==> src/rtl/t03_muldiv_seq.sv <==
// RV32M multi-cycle multiply/divide sequencer: radix-2 shift-add multiply and
// restoring divide over 32 iterations, with sign fix-up and a one-cycle done pulse.
module t03_muldiv_seq (
  input  logic        clk,
  input  logic        nrst,
  input  logic        start,
  input  logic        flush,
  input  logic [2:0]  funct3,
  input  logic [31:0] rs1,
  input  logic [31:0] rs2,
  output logic [31:0] result,
  output logic        busy,
  output logic        done
);

  typedef enum logic [1:0] {IDLE, CALC, FIX, DONE} state_t;

  typedef struct packed {
    logic [2:0] f3;
    logic       a_neg;
    logic       b_neg;
  } op_t;

  state_t      state, state_nxt;
  op_t         op;
  logic [5:0]  cnt;
  logic [63:0] acc;
  logic [31:0] quot;
  logic [31:0] a_mag, b_mag;

  // Start-edge decode
  logic        is_div, a_sgn, b_sgn, a_neg_in, b_neg_in;
  logic        div_zero, div_ovf, fast, accept;
  logic [31:0] fast_res;

  always_comb begin
    is_div   = funct3[2];
    a_sgn    = (funct3 == 3'b001) || (funct3 == 3'b010) ||
               (funct3 == 3'b100) || (funct3 == 3'b110);
    b_sgn    = (funct3 == 3'b001) || (funct3 == 3'b100) || (funct3 == 3'b110);
    a_neg_in = a_sgn & rs1[31];
    b_neg_in = b_sgn & rs2[31];
    div_zero = is_div && (rs2 == 32'd0);
    div_ovf  = is_div && !funct3[0] && (rs1 == 32'h8000_0000) && (rs2 == 32'hFFFF_FFFF);
    fast     = div_zero || div_ovf;
    if (div_zero) fast_res = funct3[1] ? rs1 : 32'hFFFF_FFFF;
    else          fast_res = funct3[1] ? 32'd0 : 32'h8000_0000;
    accept   = (state == IDLE) && start && !flush;
  end

  // One iteration of multiply or divide
  logic [32:0] sum33;
  logic [32:0] rem_sh, trial;
  logic        q_bit;
  logic [31:0] rem_new;
  logic [63:0] acc_mul;

  always_comb begin
    sum33   = {1'b0, acc[63:32]} + (b_mag[0] ? {1'b0, a_mag} : 33'd0);
    acc_mul = {sum33, acc[31:1]};
    rem_sh  = {acc[63:32], a_mag[31]};
    trial   = rem_sh - {1'b0, b_mag};
    // A shifted remainder with bit 32 set always exceeds the divisor.
    q_bit   = rem_sh[32] | ~trial[32];
    rem_new = q_bit ? trial[31:0] : rem_sh[31:0];
  end

  // Sign fix-up and result selection
  logic [63:0] prod_f;
  logic [31:0] quot_f, rem_f, fix_res;

  always_comb begin
    prod_f = (op.a_neg ^ op.b_neg) ? (64'd0 - acc) : acc;
    quot_f = (op.a_neg ^ op.b_neg) ? (32'd0 - quot) : quot;
    rem_f  = op.a_neg ? (32'd0 - acc[63:32]) : acc[63:32];
    case (op.f3)
      3'b000:                 fix_res = prod_f[31:0];
      3'b001, 3'b010, 3'b011: fix_res = prod_f[63:32];
      3'b100, 3'b101:         fix_res = quot_f;
      default:                fix_res = rem_f;
    endcase
  end

  always_ff @(posedge clk or negedge nrst) begin
    if (!nrst) state <= IDLE;
    else       state <= state_nxt;
  end

  always_comb begin
    state_nxt = state;
    case (state)
      IDLE:    if (start) state_nxt = fast ? DONE : CALC;
      CALC:    if (cnt == 6'd31) state_nxt = FIX;
      FIX:     state_nxt = DONE;
      DONE:    state_nxt = IDLE;
      default: state_nxt = IDLE;
    endcase
    if (flush) state_nxt = IDLE;
  end

  always_ff @(posedge clk or negedge nrst) begin
    if (!nrst) begin
      op     <= '0;
      cnt    <= '0;
      acc    <= '0;
      quot   <= '0;
      a_mag  <= '0;
      b_mag  <= '0;
      result <= '0;
    end else if (accept) begin
      op     <= '{f3: funct3, a_neg: a_neg_in, b_neg: b_neg_in};
      a_mag  <= a_neg_in ? (32'd0 - rs1) : rs1;
      b_mag  <= b_neg_in ? (32'd0 - rs2) : rs2;
      cnt    <= '0;
      acc    <= '0;
      quot   <= '0;
      if (fast) result <= fast_res;
    end else if (!flush && state == CALC) begin
      cnt <= cnt + 6'd1;
      if (op.f3[2]) begin
        acc   <= {rem_new, acc[31:0]};
        a_mag <= {a_mag[30:0], 1'b0};
        quot  <= {quot[30:0], q_bit};
      end else begin
        acc   <= acc_mul;
        b_mag <= {1'b0, b_mag[31:1]};
      end
    end else if (!flush && state == FIX) begin
      result <= fix_res;
    end
  end

  assign busy = (state == CALC) || (state == FIX);
  assign done = (state == DONE);

endmodule

==> config.mk <==
export PLATFORM = sky130hd
export DESIGN_NAME = t03_muldiv_seq
export DESIGN_NICKNAME = d
export VERILOG_FILES = /design/src/rtl/t03_muldiv_seq.sv
export SDC_FILE = /design/constraint.sdc
export NUM_CORES = 1
export LEC_CHECK = 0
export BUFFER_PORTS_ARGS = -buffer_cell sky130_fd_sc_hd__clkbuf_2
export CAP_MARGIN = 20
export CORE_UTILIZATION = 57
export CTS_CLUSTER_DIAMETER = 150
export DETAILED_ROUTE_END_ITERATION = 7
export PLACE_DENSITY = 0.74
export SLEW_MARGIN = 20
export SYNTH_ARGS = -nofsm -noshare
export SYNTH_HDL_FRONTEND = slang
export SYNTH_SLANG_ARGS = --single-unit
==> constraint.sdc <==
create_clock -name clk -period 3.25 [get_ports clk]
set_input_delay 0.4875 -clock clk [delete_from_list [all_inputs] [get_ports clk]]
set_output_delay 0.4875 -clock clk [all_outputs]
set_load 0.1 [all_outputs]
Word-level counts from Yosys, hierarchy flattened. Index checks and enable logic that the tools add are counted. W data, S select, Z words.

Register bits after elaboration: 205. Input bits: 71.

Add/subtract/negate cells: 8. Equality and inequality tests: 20. Muxes and demuxes: 34. Bitwise logic cells: 5. Reduce and logical (&&, ||, !) cells: 29.

Operators by type and width (number): $mux W32 (22); $mux W64 (4); $sub A1 B32 Y32 const A (4); $pmux W32 S3 (1); $eq A32 B32 Y1 const B (2); $sub A1 B64 Y64 const A (1); $add A32 B32 Y33 (1); $sub A33 B32 Y33 (1); $logic_not A32 Y1 (1); $eq A3 B3 Y1 const B (4); $mux W6 (2); $eq A3 B2 Y1 const B (3); $logic_and A1 B1 Y1 (8); $mux W2 (4); $pmux W2 S4 (1); $logic_or A1 B1 Y1 (7); $add A6 B1 Y6 const B (1); $eq A3 B1 Y1 const B (2); $eq A6 B5 Y1 const B (1); $ne A3 B3 Y1 const B (2); $reduce_and A2 Y1 (3); $reduce_bool A2 Y1 (3); $eq A2 B2 Y1 const B (2); $ne A2 B2 Y1 const B (2); other kinds (12) (14).

Longest topological paths before layout. Gate-level depths: netlist of run 1.

Depth after elaboration: 9. Gate-level depth with buffers: 14.

Worst setup path after synthesis of run 1. No wires, ideal clock.

Path type: reg-to-reg. From: register b_mag[0]. To: register acc[61]. Library setup time: 0.142 ns. Arrival: 3.133 ns. Required time: 3.108 ns. Path slack: -0.025 ns. Cell stages (with the launch flop): 15. Path through: dfrtp_1 > clkbuf_1 > and2_1 > ha_1 > inv_1 > fa_1 > nor2b_1 > o2111ai_1 > a31oi_1 > a211oi_1 > o41a_1 > o31a_1 > o21ai_0 > mux2i_1 > a211oi_1.

Longest elaborated chain between the ends: 7. Elaborated cells on any way between the ends: 9. Classes of those cells: add/sub (2); mux (5); bitwise (2).

Ends and longest elaborated chain: start: declaration (RTL line 29) `logic [31:0] a_mag, b_mag;`; start signal: assignment (RTL line 113) `b_mag <= b_neg_in ? (32'd0 - rs2) : rs2;`; start signal: assignment (RTL line 126) `b_mag <= {1'b0, b_mag[31:1]};`; $sub A33 B32 Y33 (RTL line 62) `trial = rem_sh - {1'b0, b_mag};`; $not A1 Y1 (RTL line 64) `q_bit = rem_sh[32] | ~trial[32];`; $or A1 B1 Y1 (RTL line 64); $mux W32 (RTL line 65) `rem_new = q_bit ? trial[31:0] : rem_sh[31:0];`; $mux W64 * (RTL line 120) `if (op.f3[2]) begin`; $mux W64 * (RTL line 118) `end else if (!flush && state == CALC) begin`; $mux W64 * (RTL line 110) `end else if (accept) begin`; end signal: assignment (RTL line 121) `acc <= {rem_new, acc[31:0]};`; end signal: assignment (RTL line 125) `acc <= acc_mul;`; end: declaration (RTL line 27) `logic [63:0] acc;`.

Every way passes the cells marked *; elsewhere a longest branch is shown, timed or not. The select of a mux whose other input is x is not followed. A chain may end at the register's enable or synchronous reset.

Final worst setup path of run 1.
From: register b_mag[0]. To: register acc[60].

The elaborated chain is that of the path after synthesis.

==> results.toml, run 1 <==
[cells_and_area]
antenna_cells = 0
n_fill_cell = 2601
drive_above_1_share_pct = 16.3
nets = 2707
area_growth_pct = 17.4
final_area_sq_um = 21000
finalNonFillerCells = 2972

[timing]
finalCritPeriodShare_pct = 98.3
setup_tns_ps = 0
grt_setup_unrepaired = "true"
slew_headroom_pct = 27.9
drv_slew = 0
max_clock_freq_ghz = 0.313
hold_slack_ps = -72.2
hold_violations = 18
skew_ps = 8.88
worst_pin_slew_ps = 1080
worst_slack_ps = 54.3
finalSetupViolCount = 0
period_minus_slack_ps = 3200

[logic_synthesis]
syn_area_per_cell_sq_um = 7.46
synth-async-reset-ratio_pct = 100
synth-edff-count = 0
synth_top_area_share_pct = 28.7
synthFlopType = "dfrtp_1"
synth_top_area_cell = "dfrtp_1"
synth.ff_latch_count = 205
synth-seq-area-share_pct = 28.7
synth.distinct_cells = 78
synthTopCellsByArea = "dfrtp_1 29%, nand2_1 8.8%, xnor2_1 6.1%, a21oi_1 5.7%, ha_1 5.3%"
synth_warnings = 0
synth_fp_nets = 2543
syn_inst = 2394
synth_area_sq_um = 17900

[cts]
cts_htree_levels = 1
cts_tree = "done"
clockBufferDepth = 3
clock-sinks = 205
path_clk_slew_ps = 70
root_buffer = "clkbuf_16"
cts_buffers = 24
clock_latency_ps = 550
ctsHoldBuffers = 0

[setup_path]
critPathRequiredTime_ps = 3680
cp_cell_sequence = "buf_8 -> and2_1 -> ha_1 -> a21oi_1 -> o21a_1 -> o221ai_1 -> o41ai_2 -> buf_4 -> o21a_1 -> o21ai_2 -> xnor2_1 -> nor2_1 -> a221o_1"
crit_fanout = 24
max_stage_delay_ps = 470
cpMostUsedCell = "o21a_1"
end_kind = "register"
critical_path_class = "reg2reg"
slowest_stage = "dfrtp_2"
r2r_cells = 13
crit_path_start_kind = "register"
crit_arrival_ps = 3630

[placement]
dp.cells = 2926
gp_routability_congestion = 1.05
port_buffers = 104
pre_cts_ws_ps = -119
dp_hpwl_um = 51900
place_area_sq_um = 19900

[power_and_ir_drop]
power_frac_seq_pct = 18.0
intPower_mw = 11.4
cellLeakagePower_nw = 9.42
ir_drop_v = 0.000674
p_clk_share_pct = 13.2
cellPowerDensity_nw_per_um2 = 1140
p_sw_share_pct = 52.3
switchingPower_mw = 12.5
pwr-share-comb_pct = 68.8

[routing]
wl_per_cell_um = 23.1
vias_per_cell = 6.48
finalWirelength_um = 68800
drtPass1Iterations = 7
vias = 19300
drc_errors = 0
drt_iter0_markers = 1801
drt.antenna.violating_nets = 0

[outcome]
outcome = "complete, but fails checks"
violations = "hold timing"

[run]
max-cap-violations = 0

[global_routing]
grt_antenna_before_repair = 0
grt_max_degree = 84
first_global_vias = 18300
overflow = 0
grtUsageTotal_pct = 42.5
grt_pass1_wl_um = 104000

[floorplanning]
die_h_um = 179
fp.dieW_um = 179
core_sq_um = 30700
die_area_sq_um = 32100
pin_count = 105
std_cell_rows = 64
start_util_pct = 58.1

[worst_hold_path]
hold_path_class = "in2async"
## worst paths after layout
kind	startpoint	endpoint	slack, ps
max reg2reg	b_mag[0]$_DFFE_PN0P_	acc[60]$_DFFE_PN0P_	50
min in group clk	funct3[2]	op[4]$_DFFE_PN0P_	200
min	nrst	acc[0]$_DFFE_PN0P_	-70
min reg2reg	result[9]$_DFFE_PN0P_	result[9]$_DFFE_PN0P_	480
max	b_mag[0]$_DFFE_PN0P_	acc[60]$_DFFE_PN0P_	50
max in group asynchronous	nrst	a_mag[16]$_DFFE_PN0P_	2400
## flip-flops by register name, summed over array words and instances, names as in the netlist
signal,count
acc,64
a_mag,32
b_mag,32
quot,32
result,32
cnt,6
op,5
state,2
## critical path: cells and delay by family, from the launching register on
family	cells	cell delay [ps]
and+or+nand+nor	2	240
xor gates and xnor gates	1	210
buffers and inverters	2	350
adders and majority gates	1	340
AOI/OAI and AO/OA	7	1470
DFF	1	470
## power groups by stage
stage          Sequential [mW]  Combinational [mW]  Clock (mW)
3_5_place_dp              4.28                15.8           0
4_1_cts                   4.25                15.9        3.17
6_report                  4.31                16.5        3.15
2_1_floorplan             5.04                9.36           0
3_3_place_gp              4.26                15.6           0
5_1_grt                   4.37                17.6        3.25
## through the flow
stage | utilization (%) | power [mW]
after floorplan | - | 14.4
after global placement | 64.6 | 19.9
after detailed placement | 64.6 | 20.0
after CTS | 67.7 | 23.3
after global routing | 68.2 | 25.2
final | 68.2 | 23.9
## cell usage after synthesis (25+ instances only)
master,instances
nand3_1,29
or3_1,25
nand2_1,420
o31ai_1,39
and2_1,40
dfrtp_1,205
a31oi_1,87
ha_1,76
o221ai_1,30
inv_1,65
xnor2_1,124
nor2_1,221
nor3_1,47
clkbuf_1,144
a21oi_1,204
xor2_1,98
a21o_1,36
a211oi_1,25
o21ai_0,142
## metal layers
layer / global-route usage [%] / vias up / routed length (um) / share of wire (%)
li1: - / 8854 / - / -
met1: 50.9 / 9215 / 26100 / 38
met2: 69.6 / 934 / 32000 / 47
met3: 7.89 / 264 / 5570 / 8.1
met4: 27.9 / 2 / 5070 / 7.4
met5: 1.44 / - / 55 / 0.080
## final cells by class
type / instances / area (sq um) / area share, %
timing repair buffer: 312 / 2150 / 10.2
clock buffer: 27 / 653 / 3.11
sequential: 205 / 5130 / 24.5
inverter: 66 / 248 / 1.18
clock inverter: 17 / 254 / 1.21
multi-input combinational: 1949 / 12100 / 57.4
tap: 396 / 495 / 2.36
## placed cells by master, fill, tap and decap left out, types with 13 or more instances in the layout
cell type,n
a211oi_1,24
a21o_1,36
a21oi_1,199
a221oi_1,13
a31oi_1,85
and2_1,39
and3_1,13
buf_4,203
clkbuf_16,25
clkbuf_2,103
dfrtp_1,203
ha_1,70
inv_1,65
mux2i_1,14
nand2_1,419
nand2b_1,17
nand3_1,29
nand4_1,21
nor2_1,219
nor3_1,47
nor4_1,15
o211ai_1,17
o21ai_0,139
o21ai_1,19
o221ai_1,29
o22ai_1,16
o31ai_1,39
or3_1,24
or4_1,15
xnor2_1,123
xor2_1,97
## logic make-up after synthesis
group           after synthesis  synth area share (%)
buf+inv                     240                  5.23
fa+ha+maj                    78                  5.55
flops                       205                  28.7
xor+xnor                    222                  10.9
compound gates              717                  25.3
simple gates                915                  23.4
mux                          17                 0.973
## timing repair
| action | in CTS | in global routing |
|---|---|---|
| pin swaps | 2 | 3 |
| hold endpoints to repair | 0 | 0 |
| gates resized for setup | 9 | 29 |
| setup endpoints to repair | 16 | 31 |
| setup buffers | 1 | 1 |
Power figures use the tool's default switching activity.
==> run 2: changes to the inputs <==
Settings changed: ABC_AREA set to 1, CORE_UTILIZATION 57 to 58, PLACE_DENSITY 0.74 to 0.75.
==> run 2 against run 1 <==
  * The flow finishes with violations (DRC)
  * Area after synthesis increased by 13%
  * First-iteration DRC count up 84%
  * Clock-buffer cell count increased by 11
  * Non-clock buffer count shrank 155
  * Via count up 27%
  * Largest cell class unchanged
==> results.toml, run 2 <==
[logic_synthesis]
syn_inst = 3367
synth_warnings = 0
synth_area_sq_um = 20100
synth.distinct_cells = 55
synth.ff_latch_count = 205
synth-async-reset-ratio_pct = 100
synthFlopType = "dfrtp_1"
syn_area_per_cell_sq_um = 5.98
synth-seq-area-share_pct = 25.5
yosysMostFrequentCell = "nand2_1"
synth-edff-count = 0
synthTopCellsByArea = "dfrtp_1 25%, nand2_1 18%, nor2_1 8.2%, nand3_1 7.7%, inv_1 7.5%"
synth_top_area_share_pct = 25.5
synth_top_area_cell = "dfrtp_1"
netlist_top_cells_count = "958 x nand2_1, 440 x nor2_1, 404 x inv_1, 309 x nand3_1, 251 x o21ai_0"
synth_fp_nets = 3516

[cts]
clockBufferDepth = 3
cts_tree = "done"
clock_latency_ps = 560
path_clk_slew_ps = 70
clock-sinks = 205
cts_buffers = 25
cts_htree_levels = 1
root_buffer = "clkbuf_16"

[routing]
drt.antenna.violating_nets = 0
drc_errors = 1
finalWirelength_um = 86400
drtPass1Iterations = 8
vias_per_cell = 6.25
wl_per_cell_um = 22.1
drt_iter0_markers = 3317
vias = 24400

[setup_path]
r2r_cells = 12
slowest_stage = "nand3b_1"
cp_cell_sequence = "inv_1 -> ha_1 -> nand3_1 -> inv_1 -> nand2_1 -> o21ai_1 -> a21oi_1 -> o21ai_0 -> nand2_1 -> nand3b_1 -> nand3_1 -> nand2_1"
critPathRequiredTime_ps = 3690
cpMostUsedCell = "nand2_1"
critical_path_class = "reg2reg"
crit_path_start_kind = "register"
startpoint = "acc[33]$_DFFE_PN0P_"
reg2reg_to = "result[10]$_DFFE_PN0P_"
r2r_setup_slack_ps = 130
crit-reg2reg-launch = "acc[33]$_DFFE_PN0P_"
crit_fanout = 6
crit_arrival_ps = 3560
end_kind = "register"
max_stage_delay_ps = 590

[cells_and_area]
final_cell_mix = "958 x nand2_1, 439 x nor2_1, 404 x inv_1"
fin_util_pct = 64.7
drive_above_1_share_pct = 7.10
nets = 3586
top_register = "acc"
largest_register_ff_count = 64
area_growth_pct = 8.84
layout_commonest_cell = "nand2_1"

[floorplanning]
die_area_sq_um = 35400
core_sq_um = 33900
pin_count = 105
std_cell_rows = 67
fp.dieW_um = 188
start_util_pct = 59.4
die_h_um = 188

[global_routing]
overflow = 0
grt_antenna_before_repair = 2
first_global_vias = 22600
grtUsageTotal_pct = 48.3
grt_pass1_wl_um = 131000
grt_max_degree = 114

[timing]
grt_setup_unrepaired = "false"
drv_slew = 0
setup_tns_ps = 0
hold_violations = 0
worst_pin_slew_ps = 981
max_clock_freq_ghz = 0.320
finalCritPeriodShare_pct = 96.1
finalSetupViolCount = 0
period_minus_slack_ps = 3120
skew_ps = 31.0
slew_headroom_pct = 34.1

[outcome]
outcome = "complete, but fails checks"
violations = "DRC"

[run]
max-cap-violations = 0

[worst_hold_path]
min_from = "funct3[0]"
holdPathEnd = "op[2]$_DFFE_PN0P_"
holdPathStages = 3
hold_path_class = "in2reg"

[placement]
port_buffers = 104
dp_hpwl_um = 65800
gp_routability_congestion = 1.13
[run 2: cell types whose count changed in the layout (fill, tap and decap cells not counted), sizes merged, moves of 55 or more]
cell / previous run / this run
nor2: 222 / 454
xnor2: 124 / 7
a31oi: 87 / 4
o21ai: 160 / 302
o22ai: 16 / 71
nand2: 420 / 968
buf: 208 / 53
nand3: 30 / 311
inv: 66 / 416
[run 2: cells by family after synthesis]
group	share of synthesized area, %
compound gates	17.2
xor+xnor	2.87
fa+ha+maj	4.93
buf+inv	10.8
flops	25.5
simple gates	38.7
[run 2: final cells by class]
cell class,instances,area [sq um]
multi-input combinational,2630,12800
sequential,205,5130
timing repair buffer,157,1010
tap,448,561
inverter,418,1570
clock buffer,38,734
fill,3222,12000
antenna,2,5.00
clock inverter,5,60.1
[run 2: metal layers]
| layer | track usage, % | vias to the layer above | share of wire, % |
|---|---|---|---|
| met1 | 56.5 | 11100 | 35 |
| li1 | - | 11100 | - |
| met4 | 40.4 | 2 | 10 |
| met5 | 0 | - | 0.015 |
| met2 | 73.6 | 1730 | 43 |
| met3 | 13.6 | 432 | 12 |
[run 2: worst max-delay path by stage]
stage	end	slack, ps
global route	acc[53]$_DFFE_PN0P_	5
finish	result[10]$_DFFE_PN0P_	130
detailed placement	acc[35]$_DFFE_PN0P_	310
CTS	acc[48]$_DFFE_PN0P_	290
global placement	result[26]$_DFFE_PN0P_	360
floorplan	acc[51]$_DFFE_PN0P_	780
[run 2: through the flow]
stage          instance area (sq um)  cells  hold slack [ps]  setup slack [ps]
4_1_cts                        21900   3900              244               291
3_3_place_gp                   21100   3856              298               362
2_1_floorplan                  20100   3367              192               783
3_5_place_dp                   21100   3856              299               308
6_report                       21900   3903              240               127
5_1_grt                        21900   3901              273              5.21
[run 2: what timing repair did]
action / 4_1_cts / 5_1_grt
hold endpoints to repair: 10 / 0
setup buffers: 0 / 0
endpoints found under the setup margin: 0 / 1
gates resized for setup: 0 / 1
hold buffers: 1 / 0
[run 2: critical path: cells and delay by family, from the launching register on]
family          cells  cell delay [ps]
simple gates        6             1330
compound gates      3              500
flops               1              490
buf+inv             2              440
fa+ha+maj           1              250
Power of run 2 is left out: the tool's default activity adds up to more than one toggle a clock period on the data nets, which glitch-free logic cannot reach.
